**src/rtl/ap_seq_pkg.sv**
```systemverilog
// Shared op encodings, FSM state codes and pass-table types for the AP op sequencer.
// Pure definitions, no latency; no flow control.
package ap_seq_pkg;

  localparam logic [1:0] OP_AND = 2'd0;
  localparam logic [1:0] OP_OR  = 2'd1;
  localparam logic [1:0] OP_XOR = 2'd2;
  localparam logic [1:0] OP_ADD = 2'd3;

  localparam logic [2:0] S_IDLE     = 3'd0;
  localparam logic [2:0] S_CLR_CMP  = 3'd1;
  localparam logic [2:0] S_CLR_WAIT = 3'd2;
  localparam logic [2:0] S_CLR_WR   = 3'd3;
  localparam logic [2:0] S_CMP      = 3'd4;
  localparam logic [2:0] S_WAIT     = 3'd5;
  localparam logic [2:0] S_WR       = 3'd6;
  localparam logic [2:0] S_DONE     = 3'd7;

  // One pass: key/mask bits for a_i, b_i, cr; write bits and enables for b_i and C.
  // c_at_bit selects C bit i (logic ops) versus the carry slot C[0] (ADD).
  typedef struct packed {
    logic ka, kb, kc;
    logic ma, mb, mc;
    logic wb, wc;
    logic web, wec;
    logic c_at_bit;
  } pass_ent_t;

  function automatic logic [2:0] num_passes(input logic [1:0] op);
    case (op)
      OP_AND:  return 3'd1;
      OP_OR:   return 3'd3;
      OP_XOR:  return 3'd2;
      default: return 3'd4;
    endcase
  endfunction

endpackage

```
**src/rtl/ap_pass_rom.sv**
```systemverilog
// Pass table: (op, pass, bit) -> CAM key/mask and write vectors, shifted to bit i.
// Combinational, zero latency; no flow control.
module ap_pass_rom
  import ap_seq_pkg::*;
#(
  parameter int WORD_SIZE = 8,
  parameter int CW        = $clog2(WORD_SIZE) + 1
) (
  input  logic [1:0]           op,
  input  logic [1:0]           pass_cnt,
  input  logic [CW-1:0]        bit_cnt,
  output logic [WORD_SIZE-1:0] key_a,
  output logic [WORD_SIZE-1:0] key_b,
  output logic [WORD_SIZE-1:0] key_c,
  output logic [WORD_SIZE-1:0] mask_a,
  output logic [WORD_SIZE-1:0] mask_b,
  output logic [WORD_SIZE-1:0] mask_c,
  output logic [WORD_SIZE-1:0] wr_val_b,
  output logic [WORD_SIZE-1:0] wr_val_c,
  output logic [WORD_SIZE-1:0] wr_mask_b,
  output logic [WORD_SIZE-1:0] wr_mask_c
);

  pass_ent_t             e;
  logic [2:0]            pat;
  logic [WORD_SIZE-1:0]  bit_sel;
  logic [WORD_SIZE-1:0]  c_sel;

  always_comb begin
    e   = '0;
    pat = 3'b000;
    e.ma = 1'b1;
    e.mb = 1'b1;
    if (op == OP_ADD) begin
      e.mc  = 1'b1;
      e.web = 1'b1;
      e.wec = 1'b1;
      // Ordered so a row rewritten by one pass never matches a later pass of the same bit.
      case (pass_cnt)
        2'd0:    begin pat = 3'b001; e.wb = 1'b1; e.wc = 1'b0; end
        2'd1:    begin pat = 3'b011; e.wb = 1'b0; e.wc = 1'b1; end
        2'd2:    begin pat = 3'b110; e.wb = 1'b0; e.wc = 1'b1; end
        default: begin pat = 3'b100; e.wb = 1'b1; e.wc = 1'b0; end
      endcase
    end else begin
      e.wc       = 1'b1;
      e.wec      = 1'b1;
      e.c_at_bit = 1'b1;
      case (op)
        OP_AND:  pat = 3'b110;
        OP_OR:   pat = (pass_cnt == 2'd0) ? 3'b010 : (pass_cnt == 2'd1) ? 3'b100 : 3'b110;
        default: pat = (pass_cnt == 2'd0) ? 3'b010 : 3'b100;
      endcase
    end
    e.ka = pat[2];
    e.kb = pat[1];
    e.kc = pat[0];
  end

  assign bit_sel = WORD_SIZE'(1) << bit_cnt;
  assign c_sel   = e.c_at_bit ? bit_sel : WORD_SIZE'(1);

  assign key_a     = e.ka  ? bit_sel : '0;
  assign key_b     = e.kb  ? bit_sel : '0;
  assign key_c     = e.kc  ? c_sel   : '0;
  assign mask_a    = e.ma  ? bit_sel : '0;
  assign mask_b    = e.mb  ? bit_sel : '0;
  assign mask_c    = e.mc  ? c_sel   : '0;
  assign wr_val_b  = e.wb  ? bit_sel : '0;
  assign wr_mask_b = e.web ? bit_sel : '0;
  assign wr_val_c  = e.wc  ? c_sel   : '0;
  assign wr_mask_c = e.wec ? c_sel   : '0;

endmodule

```
**src/rtl/ap_op_sequencer.sv**
```systemverilog
// Bit-serial AND/OR/XOR/ADD sequencer over CAM columns A/B/C; (1+P*W)*(CMP_LAT+2)+1 cycles.
// No backpressure: start ignored while busy, abort returns to IDLE on the next edge.
module ap_op_sequencer
  import ap_seq_pkg::*;
#(
  parameter int WORD_SIZE = 8,
  parameter int CMP_LAT   = 1
) (
  input  logic                 CLK100MHZ,
  input  logic                 rst_n,
  input  logic                 start,
  input  logic [1:0]           op,
  input  logic                 abort,
  input  logic                 irq_clr,
  output logic                 busy,
  output logic                 done,
  output logic                 irq,
  output logic                 cmp_en,
  output logic [WORD_SIZE-1:0] key_a,
  output logic [WORD_SIZE-1:0] key_b,
  output logic [WORD_SIZE-1:0] key_c,
  output logic [WORD_SIZE-1:0] mask_a,
  output logic [WORD_SIZE-1:0] mask_b,
  output logic [WORD_SIZE-1:0] mask_c,
  output logic                 wr_en,
  output logic [WORD_SIZE-1:0] wr_val_b,
  output logic [WORD_SIZE-1:0] wr_val_c,
  output logic [WORD_SIZE-1:0] wr_mask_b,
  output logic [WORD_SIZE-1:0] wr_mask_c
);

  localparam int CW = $clog2(WORD_SIZE) + 1;
  localparam int LW = (CMP_LAT > 1) ? $clog2(CMP_LAT) : 1;

  logic [2:0]             state, state_nx;
  logic [1:0]             op_q, pass_cnt;
  logic [CW-1:0]          bit_cnt;
  logic [LW-1:0]          lat_cnt;
  logic                   irq_q;
  logic                   last_pass, last_bit, lat_done, in_wait;
  logic [6*WORD_SIZE-1:0] keys_q, keys_rom, keys;
  logic [WORD_SIZE-1:0]   r_key_a, r_key_b, r_key_c, r_mask_a, r_mask_b, r_mask_c;
  logic [WORD_SIZE-1:0]   r_wr_val_b, r_wr_val_c, r_wr_mask_b, r_wr_mask_c;

  ap_pass_rom #(.WORD_SIZE(WORD_SIZE), .CW(CW)) u_rom (
    .op        (op_q),
    .pass_cnt  (pass_cnt),
    .bit_cnt   (bit_cnt),
    .key_a     (r_key_a),
    .key_b     (r_key_b),
    .key_c     (r_key_c),
    .mask_a    (r_mask_a),
    .mask_b    (r_mask_b),
    .mask_c    (r_mask_c),
    .wr_val_b  (r_wr_val_b),
    .wr_val_c  (r_wr_val_c),
    .wr_mask_b (r_wr_mask_b),
    .wr_mask_c (r_wr_mask_c)
  );

  assign last_pass = ({1'b0, pass_cnt} == num_passes(op_q) - 3'd1);
  assign last_bit  = (bit_cnt == CW'(WORD_SIZE - 1));
  assign lat_done  = (lat_cnt == LW'(CMP_LAT - 1));
  assign in_wait   = (state == S_CLR_WAIT) || (state == S_WAIT);

  always_comb begin
    state_nx = state;
    case (state)
      S_IDLE:     if (start) state_nx = S_CLR_CMP;
      S_CLR_CMP:  state_nx = S_CLR_WAIT;
      S_CLR_WAIT: if (lat_done) state_nx = S_CLR_WR;
      S_CLR_WR:   state_nx = S_CMP;
      S_CMP:      state_nx = S_WAIT;
      S_WAIT:     if (lat_done) state_nx = S_WR;
      S_WR:       state_nx = (last_pass && last_bit) ? S_DONE : S_CMP;
      default:    state_nx = S_IDLE;
    endcase
    if (abort) state_nx = S_IDLE;
  end

  always_ff @(posedge CLK100MHZ or negedge rst_n) begin
    if (!rst_n) begin
      state    <= S_IDLE;
      op_q     <= '0;
      pass_cnt <= '0;
      bit_cnt  <= '0;
      lat_cnt  <= '0;
      irq_q    <= 1'b0;
      keys_q   <= '0;
    end else begin
      state <= state_nx;
      if (state == S_IDLE && start) op_q <= op;
      // Restarts from zero whenever a wait state is entered fresh, including after abort.
      lat_cnt <= (in_wait && state_nx == state) ? lat_cnt + LW'(1) : '0;
      if (state == S_CLR_WR) begin
        pass_cnt <= '0;
        bit_cnt  <= '0;
      end else if (state == S_WR) begin
        if (last_pass) begin
          pass_cnt <= '0;
          bit_cnt  <= bit_cnt + CW'(1);
        end else begin
          pass_cnt <= pass_cnt + 2'd1;
        end
      end
      if (cmp_en) keys_q <= keys;
      if (state == S_DONE) irq_q <= 1'b1;
      else if (irq_clr)    irq_q <= 1'b0;
    end
  end

  assign keys_rom = {r_key_a, r_key_b, r_key_c, r_mask_a, r_mask_b, r_mask_c};

  always_comb begin
    keys = keys_q;
    if (state == S_CMP)          keys = keys_rom;
    else if (state == S_CLR_CMP) keys = '0;
  end

  assign {key_a, key_b, key_c, mask_a, mask_b, mask_c} = keys;

  assign busy      = (state != S_IDLE);
  assign done      = (state == S_DONE);
  assign irq       = irq_q | done;
  assign cmp_en    = (state == S_CMP) || (state == S_CLR_CMP);
  assign wr_en     = (state == S_WR) || (state == S_CLR_WR);
  assign wr_val_b  = (state == S_WR) ? r_wr_val_b  : '0;
  assign wr_mask_b = (state == S_WR) ? r_wr_mask_b : '0;
  assign wr_val_c  = (state == S_WR) ? r_wr_val_c  : '0;
  assign wr_mask_c = (state == S_WR) ? r_wr_mask_c : ((state == S_CLR_WR) ? '1 : '0);

endmodule

```
**config.mk**
```make
export PLATFORM = sky130hd
export DESIGN_NAME = ap_op_sequencer
export DESIGN_NICKNAME = d
export VERILOG_FILES = /design/src/rtl/ap_seq_pkg.sv /design/src/rtl/ap_pass_rom.sv /design/src/rtl/ap_op_sequencer.sv
export SDC_FILE = /design/constraint.sdc
export NUM_CORES = 1
export LEC_CHECK = 0
export CAP_MARGIN = 40
export CORE_ASPECT_RATIO = 0.5
export CORE_MARGIN = 4
export CORE_UTILIZATION = 45
export CTS_CLUSTER_SIZE = 24
export DETAILED_ROUTE_END_ITERATION = 12
export HOLD_SLACK_MARGIN = 0.03
export PLACE_DENSITY = 0.8
export SYNTH_ARGS = -nofsm -noshare
export SYNTH_HDL_FRONTEND = slang
export SYNTH_HIERARCHICAL = 1
export SYNTH_SLANG_ARGS = --single-unit
```
**constraint.sdc**
```tcl
create_clock -name CLK100MHZ -period 2.5 [get_ports CLK100MHZ]
set_clock_uncertainty 0.2 [all_clocks]
set_input_delay 0.5 -clock CLK100MHZ [delete_from_list [all_inputs] [get_ports CLK100MHZ]]
set_output_delay 0.5 -clock CLK100MHZ [all_outputs]
set_load 0.05 [all_outputs]
```
==> results.cfg, run 1 <==
[placement]
hpwlAfterDp_mm = 7.98
gp_congestion = 0.817
io_buffers = 91
dpl_worst_slack_ns = -0.265
dpl_cell_area_sq_mm = 0.00578

[clock_network]
h-tree-depth = 3
cts_max_path_buffers = 2
numCtsBuffers = 9
clock_sinks = 61
cts_root_buf = clkbuf_16

[sta]
worst_endpoint = key_a[4]
endpoint_type = top-level output

[global_routing]
grt_max_degree = 48
antenna_found_initial = 2

[status]
error = [ERROR DPL-0033] detailed placement checks failed during check placement.
status = aborted with a tool error
lastStage = 5_1_grt

[floorplan]
ios = 92
start_util = 0.474
core.rowCount = 23
die_w_um = 139
fp.dieH_um = 73.6

[synthesis]
ys_ff_latch = 61
synth_xor_area_frac = 0.0136
synth_cell_types = 41
syn_area_per_cell_sq_um = 9.52
ys_seq_area_frac = 0.394
synth-simple-area-share = 0.196
syn_area_sq_mm = 0.00387
synth_mux_area_frac = 0.0187
postSynthCellCount = 407
synth_top_family_by_area = compound AO/OA/AOI/OAI gates
synthAdderAreaFrac = 0.0194
synth_compound_gate_area_share = 0.247
ys_warn_count = 6
cell usage after synthesis (all sizes together):
| cell type | count | area share |
|---|---|---|
| a31oi | 1 | 0.0016 |
| nor3b | 1 | 0.0032 |
| nand2b | 4 | 0.0065 |
| nand2 | 27 | 0.026 |
| o41a | 1 | 0.0029 |
| ha | 6 | 0.019 |
| o21ai | 4 | 0.0052 |
| xor2 | 3 | 0.0068 |
| nand4b | 2 | 0.0045 |
| nor4b | 1 | 0.0023 |
| mux2i | 5 | 0.013 |
| xnor2 | 3 | 0.0068 |
| nand4bb | 3 | 0.0087 |
| clkbuf | 20 | 0.019 |
| conb | 2 | 0.0019 |
| a211oi | 8 | 0.015 |
| nand3b | 5 | 0.013 |
| a22o | 96 | 0.22 |
| nor4 | 10 | 0.023 |
| nor2 | 34 | 0.034 |
| and2 | 24 | 0.039 |
| and3b | 5 | 0.011 |
| o22ai | 1 | 0.0016 |
| inv | 16 | 0.015 |
| o21a | 1 | 0.0019 |
| nand4 | 1 | 0.0016 |
| a21oi | 1 | 0.0013 |
| nand3 | 5 | 0.0065 |
| mux2 | 2 | 0.0058 |
| or4 | 1 | 0.0019 |
| or3 | 1 | 0.0029 |
| buf | 46 | 0.074 |
| or4b | 3 | 0.0077 |
| dfrtp | 61 | 0.39 |
| nor4bb | 1 | 0.0026 |
| nor3 | 2 | 0.0026 |
cells by family after synthesis:
kind of cell	Yosys count
AO/OA/AOI/OAI	113
XOR/XNOR	6
adder cells (fa/ha/maj)	6
buffers and inverters	82
flip-flops	61
multiplexers	7
other	2
AND/OR/NAND/NOR	130
repair_timing:
| action | 4_1_cts |
|---|---|
| hold buffers | 1 |
| pin swaps | 38 |
| hold endpoints to repair | 14 |
| gates resized for setup | 148 |
| buffers inserted | 32 |
| cloned | 4 |
| setup endpoints to repair | 77 |
per-stage QoR:
step                      TNS (ns)  instances  hold slack [ns]
after floorplan                  0        420          0.00441
after global placement       -1.02        603            0.232
after detailed placement     -1.66        603            0.246
after CTS                    -9.42        655            0.302
==> run 2: changes to the inputs <==
- CORE_ASPECT_RATIO: 0.5 -> unset
- CORE_UTILIZATION: 45 -> 30
- CTS_CLUSTER_SIZE: 24 -> unset
- HOLD_SLACK_MARGIN: 0.03 -> unset
- PLACE_DENSITY: 0.8 -> unset
- PLACE_DENSITY_LB_ADDON: unset -> 0.15
==> results.cfg, run 2 <==
[sta]
rsz0062_at_grt = yes
min_period_ns = 2.81
final.period_utilization = 1.12
tns_ns = -7.76
worst_slack_ns = -0.308
hold_slack_ns = 0.0487
hold_viol = 0
fmax_mhz = 356
setup_violations = 53
slew_headroom = 0.473
slew_viol_final = 0
worst_pin_slew_ns = 0.790

[global_routing]
grt_first_pass_wirelength_mm = 19.8
antenna_found_initial = 0
grt_max_degree = 51
grt.overflow.total = 0
grt_pass1_vias = 3668
grt.total_usage = 0.171

[pwr]
finalPower_mw = 5.15
irDropWorstVdd_mv = 0.308
p_leak_nw = 3.21
p_per_area_mw_per_mm2 = 722

[synthesis]
synth_cell_types = 41
syn_area_per_cell_sq_um = 9.52
syn_area_sq_mm = 0.00387
synth-main-ff-cell = dfrtp_1
synth_top_cell_area_share = 0.394
netlist_top_cells_area = dfrtp_1, a22o_1, buf_4
ys_seq_area_frac = 0.394
synth-async-reset-ratio = 1.00
synth_common_cells = a22o_1, dfrtp_1, nor2_1, nand2_1
synthMostInstantiatedCell = a22o_1
synth-edff-count = 0
postSynthCellCount = 407
synth_top_area_cell = dfrtp_1
ys_warn_count = 6
ys_ff_latch = 61

[setup_path]
critPathRequiredTime_ns = 1.80
critical_path_arrival_ns = 2.11
worstSetupEndpointType = output pin
path_class = reg2out
path_max_fanout = 5
rr_worst_depth = 9
start_kind = register

[route]
drt_iter0_drc = 181
first_pass_iters = 4
ant_nets = 0
wirelength_mm = 12.7
vias_per_cell = 5.02
vias = 3528
drc = 0
routedWlPerCell_um = 18.0

[final_layout]
area_delta_synth_final_pct = 84.3
fin_nets = 540
most-common-layout-cells = buf_12, a22o_1, dfrtp_1, buf_4, buf_6
largest_reg_flops = 48
largestRegisters = keys_q: 48 flops, bit_cnt: 4 flops, state: 3 flops
final_common_cell = buf_12
utilization = 0.566
top_register = keys_q
final_layout_size_suffix_gt1_frac = 0.557
diodes = 0

[hold_path]
hold_path.class = in2async

[placement]
gp_congestion = 0.818
hpwlAfterDp_mm = 8.08
io_buffers = 91
dpl_worst_slack_ns = -0.165

[floorplan]
start_util = 0.307
core_area_sq_mm = 0.0126
ios = 92
die_w_um = 122
die_area_sq_mm = 0.0148
core.rowCount = 41
fp.dieH_um = 122

[clock_network]
insertion_delay_ns = 0.33
h-tree-depth = 3
path_clk_slew_ns = 0.05
clock_sinks = 61
ctsHoldBuffers = 0
cts_max_path_buffers = 2
numCtsBuffers = 9
cts_root_buf = clkbuf_16
tritoncts = built

[flow_run]
drv_cap = 0

[status]
status = finished with violations
violations = negative setup slack
## run 2: final timing paths
kind	startpoint	end	slack (ns)
worst max-delay path	pass_cnt[1]	key_a[0]	-0.31
worst min-delay path	rst_n	keys_q[31]	0.05
worst max register to register	pass_cnt[1]	keys_q[40]	0.37
worst min register to register	keys_q[19]	keys_q[19]	0.30
max in group asynchronous	rst_n	bit_cnt[3]	1.39
min in group CLK100MHZ	keys_q[19]	keys_q[19]	0.30
## run 2: layout make-up
cell class,count,area [sq um]
sequential,61,1530
inverter,16,83.8
multi-input combinational,277,2540
timing repair buffer,162,2460
clock inverter,4,47.5
fill,1062,5480
clock buffer,11,253
tap,172,215
## run 2: cell families after synthesis
kind of cell,count (synthesis),synth area share
AO/OA/AOI/OAI,113,0.247
flip-flops,61,0.394
multiplexers,7,0.0187
AND/OR/NAND/NOR,130,0.196
XOR/XNOR,6,0.0136
adder cells (fa/ha/maj),6,0.0194
other,2,0.00194
buffers and inverters,82,0.109
## run 2: repair_timing
action / in CTS / in global routing
gates cloned: 1 / 0
setup endpoints to repair: 73 / 66
pin swaps: 22 / 34
resized for setup: 116 / 72
setup buffers: 17 / 17
## run 2: through the flow
step / cells / cell area, sq um
6_report: 703 / 7140
5_1_grt: 703 / 7140
4_1_cts: 688 / 6720
3_5_place_dp: 660 / 5830
3_3_place_gp: 660 / 5830
2_1_floorplan: 420 / 3950
## run 2: critical path, cell delays in order, from the launching register on
cell and delay, ns:
dfrtp_1 0.40, buf_6 0.14, ha_4 0.16, nor4bb_4 0.31, buf_6 0.17, buf_8 0.13
nor4_4 0.05, a22o_2 0.25, buf_8 0.15
## run 2: report_power, final
part / switching, mW / leakage (nW) / internal (mW)
combinational: 1.42 / 2.23 / 1.24
sequential: 0.123 / 0.828 / 1.12
clock: 0.443 / 0.147 / 0.816
## run 2: routing by layer
metal | GRT usage | share of wire
met5 | 0 | 0
met4 | 0.0602 | 0.018
met3 | 0.0371 | 0.055
met2 | 0.264 | 0.46
met1 | 0.236 | 0.47
Note: power is estimated with default switching activity, not from simulation.
